`src/rtl/hebbian_pkg.sv`:
```
// Shared types, constants and helpers for the Hebbian teacher block.
package hebbian_pkg;

  typedef enum logic [1:0] {
    IDLE    = 2'd0,
    SETTLE  = 2'd1,
    COMPUTE = 2'd2,
    APPLY   = 2'd3
  } state_t;

  // Default feedback width and the matching saturation bounds.
  localparam int     ERR_W_DEF = 16;
  localparam longint ERR_MAX   = (longint'(1) <<< (ERR_W_DEF - 1)) - 1;
  localparam longint ERR_MIN   = -(longint'(1) <<< (ERR_W_DEF - 1));

  // True when |diff| <= deadband, i.e. the neuron is close enough to target.
  function automatic logic abs_le_deadband(input longint diff, input longint deadband);
    return (diff <= deadband) && (diff >= -deadband);
  endfunction

endpackage

```
`src/rtl/hebbian_trainer_err_saturator.sv`:
```
// Combinational signed subtract (target - output) at OUT_W+1 bits,
// saturated to ERR_W, plus a flag for errors inside the deadband.
module err_saturator
  import hebbian_pkg::*;
#(
  parameter int OUT_W    = 32,
  parameter int ERR_W    = ERR_W_DEF,
  parameter int DEADBAND = 16
) (
  input  logic [OUT_W-1:0] a,
  input  logic [OUT_W-1:0] b,
  output logic [ERR_W-1:0] err,
  output logic             in_deadband
);

  localparam longint SAT_MAX = (longint'(1) <<< (ERR_W - 1)) - 1;
  localparam longint SAT_MIN = -(longint'(1) <<< (ERR_W - 1));

  logic signed [OUT_W:0] diff;
  longint                diff_l;

  assign diff   = $signed({a[OUT_W-1], a}) - $signed({b[OUT_W-1], b});
  assign diff_l = longint'(diff);

  // Clamp the wide difference into the feedback range and flag the deadband.
  always_comb begin
    in_deadband = abs_le_deadband(diff_l, longint'(DEADBAND));
    if (diff_l > SAT_MAX) begin
      err = ERR_W'(SAT_MAX);
    end else if (diff_l < SAT_MIN) begin
      err = ERR_W'(SAT_MIN);
    end else begin
      err = ERR_W'(diff_l);
    end
  end

endmodule

```
`src/rtl/hebbian_trainer.sv`:
```
// Supervisory teacher: accepts targets, waits for the neuron to settle,
// computes a saturated error and strobes enable_learning, with a
// per-epoch cap on the number of weight updates.
module hebbian_trainer
  import hebbian_pkg::*;
#(
  parameter int OUT_W         = 32,
  parameter int ERR_W         = 16,
  parameter int DEADBAND      = 16,
  parameter int SETTLE_CYCLES = 2,
  parameter int MAX_UPDATES   = 255
) (
  input  logic             clk,
  input  logic             rst_n,
  input  logic             train_en,
  input  logic             target_valid,
  output logic             target_ready,
  input  logic [OUT_W-1:0] target,
  input  logic [OUT_W-1:0] neuron_output,
  output logic [ERR_W-1:0] feedback_error,
  output logic             enable_learning,
  output logic [7:0]       update_count,
  output logic             epoch_done
);

  localparam int CNT_W = (SETTLE_CYCLES > 1) ? $clog2(SETTLE_CYCLES) : 1;

  state_t             state_q, state_d;
  logic [CNT_W-1:0]   cnt_q, cnt_d;
  logic [OUT_W-1:0]   tgt_q, tgt_d;
  logic [ERR_W-1:0]   fb_q, fb_d;
  logic               learn_q, learn_d;
  logic [7:0]         count_q, count_d;
  logic               done_q, done_d;
  logic               ready_q, ready_d;

  logic [ERR_W-1:0]   sat_err;
  logic               in_db;

  err_saturator #(
    .OUT_W   (OUT_W),
    .ERR_W   (ERR_W),
    .DEADBAND(DEADBAND)
  ) u_sat (
    .a          (tgt_q),
    .b          (neuron_output),
    .err        (sat_err),
    .in_deadband(in_db)
  );

  // State and registered outputs.
  always_ff @(posedge clk or negedge rst_n) begin
    if (!rst_n) begin
      state_q <= IDLE;
      cnt_q   <= '0;
      tgt_q   <= '0;
      fb_q    <= '0;
      learn_q <= 1'b0;
      count_q <= '0;
      done_q  <= 1'b0;
      ready_q <= 1'b0;
    end else begin
      state_q <= state_d;
      cnt_q   <= cnt_d;
      tgt_q   <= tgt_d;
      fb_q    <= fb_d;
      learn_q <= learn_d;
      count_q <= count_d;
      done_q  <= done_d;
      ready_q <= ready_d;
    end
  end

  // Next-state and next-output logic; the learning strobe is registered on
  // the edge that leaves APPLY so it lands one cycle after the error.
  always_comb begin
    state_d = state_q;
    cnt_d   = cnt_q;
    tgt_d   = tgt_q;
    fb_d    = fb_q;
    learn_d = 1'b0;
    count_d = count_q;
    done_d  = done_q;
    ready_d = ready_q;

    if (!train_en) begin
      state_d = IDLE;
      fb_d    = '0;
      count_d = '0;
      done_d  = 1'b0;
      ready_d = 1'b0;
    end else begin
      case (state_q)
        IDLE: begin
          if (target_valid && ready_q) begin
            tgt_d   = target;
            cnt_d   = CNT_W'(SETTLE_CYCLES - 1);
            state_d = SETTLE;
          end
        end
        SETTLE: begin
          if (cnt_q == '0) begin
            state_d = COMPUTE;
          end else begin
            cnt_d = cnt_q - CNT_W'(1);
          end
        end
        COMPUTE: begin
          if (in_db) begin
            fb_d    = '0;
            state_d = IDLE;
          end else begin
            fb_d    = sat_err;
            state_d = APPLY;
          end
        end
        APPLY: begin
          learn_d = 1'b1;
          count_d = count_q + 8'd1;
          if (count_d == 8'(MAX_UPDATES)) begin
            done_d = 1'b1;
          end
          state_d = IDLE;
        end
        default: state_d = IDLE;
      endcase
      ready_d = (state_d == IDLE) && !done_d;
    end
  end

  assign target_ready    = ready_q;
  assign feedback_error  = fb_q;
  assign enable_learning = learn_q;
  assign update_count    = count_q;
  assign epoch_done      = done_q;

endmodule

```
`config.mk`:
```
export PLATFORM = sky130hd
export DESIGN_NAME = hebbian_trainer
export DESIGN_NICKNAME = d
export VERILOG_FILES = /design/src/rtl/hebbian_pkg.sv /design/src/rtl/hebbian_trainer_err_saturator.sv /design/src/rtl/hebbian_trainer.sv
export SDC_FILE = /design/constraint.sdc
export NUM_CORES = 1
export LEC_CHECK = 0
export BUFFER_PORTS_ARGS = -buffer_cell sky130_fd_sc_hd__buf_4
export CORE_AREA = 2 2 104 106
export DETAILED_ROUTE_END_ITERATION = 6
export DIE_AREA = 0 0 106 108
export PLACE_DENSITY = 0.83
export SLEW_MARGIN = 20
export SYNTH_ARGS = -nofsm -noshare
export SYNTH_HDL_FRONTEND = slang
export SYNTH_HIERARCHICAL = 1
export SYNTH_SLANG_ARGS = --single-unit
```
`constraint.sdc`:
```
create_clock -name clk -period 4.1 [get_ports clk]
set_clock_uncertainty 0.1 [all_clocks]
set_input_delay 0.41 -clock clk [delete_from_list [all_inputs] [get_ports clk]]
set_output_delay 0.41 -clock clk [all_outputs]
set_load 0.005 [all_outputs]
```
======== Yosys cells after proc, flatten, opt, wreduce, memory -nomap -nowiden ========
Cells that the tools add are included.
word-level totals
  output and inout bits ................... 27
  logic and storage cells ................. 54
  bits in registers ....................... 62
cells by class
  equal/unequal tests ..................... 7
  magnitude comparators ................... 4
  reduce and logical (&&, ||, !) cells .... 9
  add/sub/neg operators ................... 3
  muxes and demuxes ....................... 23
operators with widths
  kind                                                                count
  2-to-1 mux 16 bit                                                   5
  greater-or-equal comparator 33 x 5 -> 1 bit, second input constant  1
  greater-than comparator 33 x 16 -> 1 bit, second input constant     1
  less-or-equal comparator 33 x 6 -> 1 bit, second input constant     1
  < comparator 33 x 16 -> 1 bit, second input constant                1
  subtractor 32 x 32 -> 33 bit                                        1
  2-to-1 mux 8 bit                                                    2
  2-to-1 mux 2 bit                                                    5
  2-to-1 mux 1 bit                                                    9
  adder 8 x 1 -> 8 bit, second input constant                         1
  equality test 8 bit, second input constant                          1
  case mux 2 bit (4 select lines)                                     1
  AND reduction 3 bit                                                 2
  equality test 2 bit, second input constant                          2
  logical NOT 2 bit                                                   2
  inequality test 2 x 1 -> 1 bit, second input constant               2
  logical AND 1 bit                                                   3
  equality test 2 x 1 -> 1 bit, second input constant                 1
  inequality test 2 bit, second input constant                        1
  case mux 1 bit (2 select lines)                                     1
  nonzero test 2 bit                                                  1
  logical NOT 1 bit                                                   1
  subtractor 1 bit, second input constant                             1

======== Logic depth before layout (Yosys ltp) ========
  depth in word-level cells ............... 9
  depth in mapped cells ................... 16

======== Modules after synthesis ========
Netlist, hierarchy kept.
by module, submodules not included
  module           sequential area each (um^2)  cells each  area an instance (um^2)  times used
  err_saturator    0.0                          380         2539.9                   1
  hebbian_trainer  1551.5                       180         2509.9                   1

======== Worst setup path after synthesis ========
OpenSTA, ideal clock, no wires.
  path type ............................... input to register
  start ................................... in neuron_output[0]
  end ..................................... reg fb_q[6] (netlist: feedback_error[6])
  cell stages on the path ................. 15
  setup slack ............................. 0.310 ns
  data required time ...................... 3.879 ns
  arrival time ............................ 3.569 ns
  cells stage by stage .................... ha_1 -> fa_1 -> nand2b_1 -> a21oi_1 -> o21a_1 -> o21ai_1 -> a211oi_1 -> nand3_1 -> or4_4 -> nor4_4 -> nor3b_1 -> a21o_1 -> nor3_2 -> clkbuf_1 -> a22o_1
between the ends
  elaborated cells between the ends (all ways) .. 11
  those cells by class .................... add/sub: 1; order compare: 4; mux: 5; reduce/logical: 1
RTL lines
  what                                                                                                     line                                 RTL
  start: declaration                                                                                       hebbian_trainer.sv:19                input logic [OUT_W-1:0] neuron_output,
  subtractor 32 x 32 -> 33 bit *                                                                           hebbian_trainer_err_saturator.sv:22  assign diff = $signed({a[OUT_W-1], a}) - $signed({b[OUT_W-1], b});
  less-or-equal comparator 33 x 6 -> 1 bit or greater-or-equal comparator 33 x 5 -> 1 bit (tied branches)  hebbian_pkg.sv:18                    return (diff <= deadband) && (diff >= -deadband);
  logical AND 1 bit *                                                                                      hebbian_pkg.sv:18
  via in_db                                                                                                hebbian_trainer.sv:38                logic in_db;
  2-to-1 mux 16 bit *                                                                                      hebbian_trainer.sv:109               if (in_db) begin
  2-to-1 mux 16 bit *                                                                                      hebbian_trainer.sv:93                case (state_q)
  2-to-1 mux 16 bit *                                                                                      hebbian_trainer.sv:86                if (!train_en) begin
  end signal: assignment                                                                                   hebbian_trainer.sv:57                fb_q <= '0;
  end signal: assignment                                                                                   hebbian_trainer.sv:66                fb_q <= fb_d;
  end: declaration                                                                                         hebbian_trainer.sv:31                logic [ERR_W-1:0] fb_q, fb_d;
The timed path passes the listed nets; every way through them passes the cells marked *. The select of a mux whose other input is x is not followed.
A chain may end at the register's enable or synchronous reset.

======== Worst setup path after layout ========
  start ................................... reg tgt_q[0]
  end ..................................... reg fb_q[9] (netlist: feedback_error[9])
between the ends
  elaborated cells between the ends (all ways) .. 11
  those cells by class .................... add/sub: 1; order compare: 4; mux: 5; reduce/logical: 1
RTL lines
  what                                                                                                     line                                 RTL
  start: declaration                                                                                       hebbian_trainer.sv:30                logic [OUT_W-1:0] tgt_q, tgt_d;
  start signal: assignment                                                                                 hebbian_trainer.sv:65                tgt_q <= tgt_d;
  subtractor 32 x 32 -> 33 bit *                                                                           hebbian_trainer_err_saturator.sv:22
  less-or-equal comparator 33 x 6 -> 1 bit or greater-or-equal comparator 33 x 5 -> 1 bit (tied branches)  hebbian_pkg.sv:18
  logical AND 1 bit *                                                                                      hebbian_pkg.sv:18
  via in_db                                                                                                hebbian_trainer.sv:38
  2-to-1 mux 16 bit *                                                                                      hebbian_trainer.sv:109
  2-to-1 mux 16 bit *                                                                                      hebbian_trainer.sv:93
  2-to-1 mux 16 bit *                                                                                      hebbian_trainer.sv:86
Marks and branches as above.

==> key figures <==
Routing
  – TritonRoute pass-1 iters: 7
  – Via count: roughly 4800
  – Iteration-0 DRC Markers: about 260
  – Top layer in use: met4
  – Detailed-route wire length per cell: between 15 and 20 um
  – DRC Markers: 6
  – DRT Wirelength: about 13000 um
  – Met3 routed WL: around 810 um
  – Routed wl met2: 6300 um
  – Vias per cell: between 5 and 6
  – ANT nets after route: 0
  – DRT met1 WL: 5650 um

Run
  – Max_cap viols: 0

Floorplan
  – Die height: 108 um
  – Cell Rows: 37
  – Die Area: ~11000 um2
  – Initial Util: 49.4%
  – Core ar.: 10200 um2
  – I/O pin count: 95
  – Die W: between 100 and 150 um

Timing
  – RSZ-0062 raised after global routing: true
  – Slew HR: roughly 45%
  – Highest clock rate: around 250 MHz
  – Worst-Margin Slew: approximately 830 ps
  – Max Transition Viols Final: 0
  – Hold Fails Final Rpt: 0
  – Final Critical Period: 3960 ps
  – Hold WS: 40.1 ps
  – Fin crit share: between 90% and 100%
  – Final worst setup slack: 138 ps
  – # setup viols final: 0

Cells and area
  – Antenna diode count: 0
  – Post-route cell area: 6350 um2
  – Non-Filler Instances: 806
  – Final nets: between 700 and 800
  – Ratio of cells with drive above 1 in the final layout: about 34%
  – Layout area overhead: 25.8%
  – Multi-input logic area: 3330 um2
  – Seq. cell area: 1550 um2
  – Filler cell count: about 850

Setup path
  – Critical path class: flip-flop to flip-flop
  – RR Endpoint: feedback_error[9]
  – Reg2reg path depth: 18
  – FF-to-FF setup slack: 140 ps
  – Crit start category: flip-flop
  – Crit path DAT: ~4000 ps
  – Critical Path End Type: flip-flop
  – RR Startpoint: tgt_q[0]
  – Required time of the worst setup path: approximately 4200 ps
  – CP max FO: 16

Global routing
  – Vias in the first global route: between 4000 and 5000
  – First-pass GRT wire length: approximately 21000 um
  – Global Route Usage Sum: a little under a quarter
  – GR Overflow Total: 0
  – Largest net degree at the start of global routing: 63
  – Initial antenna violation count: 0

Power and ir drop
  – Power per Cell Area: ~740 nW/um2
  – Worst IR drop on VDD: ~280 uV
  – Pleak: around 0.0029 uW
  – Total chip power: ~4700 uW

Synth
  – Post-synth top cells: dfrtp_1, a21oi_1, inv_1, nand2_1, ha_1
  – Synth Register Bits: between 60 and 70
  – Post-synth EDFFs: 0
  – Count leader, synth: dfrtp_1
  – Post-Synthesis Cells: between 500 and 600
  – Post-synth top flop: dfrtp_1
  – Area contributors post-synth: dfrtp_1, ha_1, mux2_2
  – Syn. warnings: 6
  – Sequential share of the synthesized area: a little under a third
  – Syn avg cell area: approximately 9 um2
  – Unique masters post-synth: 71
  – Dominant cell type by area after synthesis: dfrtp_1
  – Post-Syn Area: between 5000 and 6000 um2
  – Mapped Nets: 663
  – Top cell type's share of synthesized area: a little under a third
  – Async set-reset flop share out of synthesis: 100%

Place
  – Number of port buffers: 94
  – Placed cell count: slightly below 800
  – DP Area: 5920 um2
  – Dpl ws: ~18 ps
  – Final RePlAce weighted congestion: between 0.9 and 1
  – DPL Wire Length: between 9000 and 10000 um

Clock network
  – Inserted Clock Buffers: 9
  – Clk root buf: clkbuf_8
  – Worst skew pair latency: around 350 ps
  – Worst-path clk slew: 80 ps
  – Hold_buf cts: 0
  – Clk buf depth: 2
  – CTS tree: built
  – H-Tree Depth: 3
  – CTS Sinks: 62

Outcome
  – Failing checks: DRC
  – Outcome: complete, but fails checks

Min path
  – HP Class: input pin to asynchronous set/reset pin
## per-stage QoR
stage               TNS [ps]  utilization [%]
floorplan                  0                -
global placement           0             57.9
detailed placement         0             57.9
CTS                        0             60.1
global route            -770             62.1
finish                     0             62.1
## layout make-up
cell class | instances | share of cell area [%]
sequential | 62 | 24.4
tap | 136 | 2.68
timing repair buffer | 116 | 14.0
clock buffer | 10 | 2.17
clock inverter | 6 | 1.46
inverter | 48 | 2.84
multi-input combinational | 428 | 52.5
## power breakdown
group,total (uW),switching (uW),internal [uW]
Clock,632,270,362
Sequential,928,130,798
Combinational,3130,1810,1320
## how the worst max path moves through the flow
stage	start	to	slack, ps	cells after the start
2_1_floorplan	neuron_output[0]	feedback_error[6]	310	15
3_3_place_gp	neuron_output[0]	feedback_error[0]	110	17
3_5_place_dp	neuron_output[0]	feedback_error[8]	20	17
4_1_cts	tgt_q[0]	target_ready	110	17
5_1_grt	tgt_q[0]	feedback_error[13]	-60	18
6_report	tgt_q[0]	feedback_error[9]	140	18
## what timing repair did
action | 4_1_cts | 5_1_grt
setup endpoints to repair | 0 | 19
setup buffers | 0 | 18
endpoints found under the hold margin | 0 | 0
resized for setup | 0 | 40
## worst max-delay path: stages (launching register included)
cell and delay [ps]:
dfrtp_1 350, inv_1 50, ha_2 180, fa_2 370, nand2b_4 160, a21oi_2 140
buf_4 160, o21a_1 160, buf_4 140, a31oi_1 90, xor2_1 280, nand3_1 150
or4b_2 660, nor3_1 150, a21o_1 190, buf_6 120, nor3_4 40, buf_12 160
a22o_1 180
## layer usage
layer  up-vias  GRT usage (%)
met5         -              0
met4         0           8.55
met3        35           2.89
met2       206           38.5
met1      2248           30.6
li1       2269              -
## state kept, by name, indices dropped and copies added, names as in the netlist
| name | flops |
|---|---|
| cnt_q | 1 |
| enable_learning | 1 |
| epoch_done | 1 |
| feedback_error | 16 |
| state_q | 2 |
| target_ready | 1 |
| tgt_q | 32 |
| update_count | 8 |
## cell families (layout without fill, tap and decap cells)
logic type                 after synthesis  after routing  share of synthesized area [%]
AOI/OAI and AO/OA                      169            169                           23.7
and+or+nand+nor                        163            163                           18.2
buffers and inverters                   70            180                           6.37
DFF                                     62             62                           30.7
adders and majority gates               35             35                           8.82
muxes                                   32             32                           7.14
xor gates and xnor gates                29             29                           5.03
## layout by cell type, fill, tap and decap left out, types with 9 or more instances in the layout
cell and instances:
a21oi_1 41, xnor2_1 12, xor2_1 17, a22o_1 16, o21ai_0 15, nand4_1 15, nand2_1 39, mux2_2 30
nor2_1 31, clkbuf_8 10, nand3_1 9, inv_1 47, nor3_1 13, ha_1 25, o211ai_1 9, a21oi_2 18
a21o_1 11, dfrtp_1 62, buf_4 114
Power figures use the tool's default switching activity.
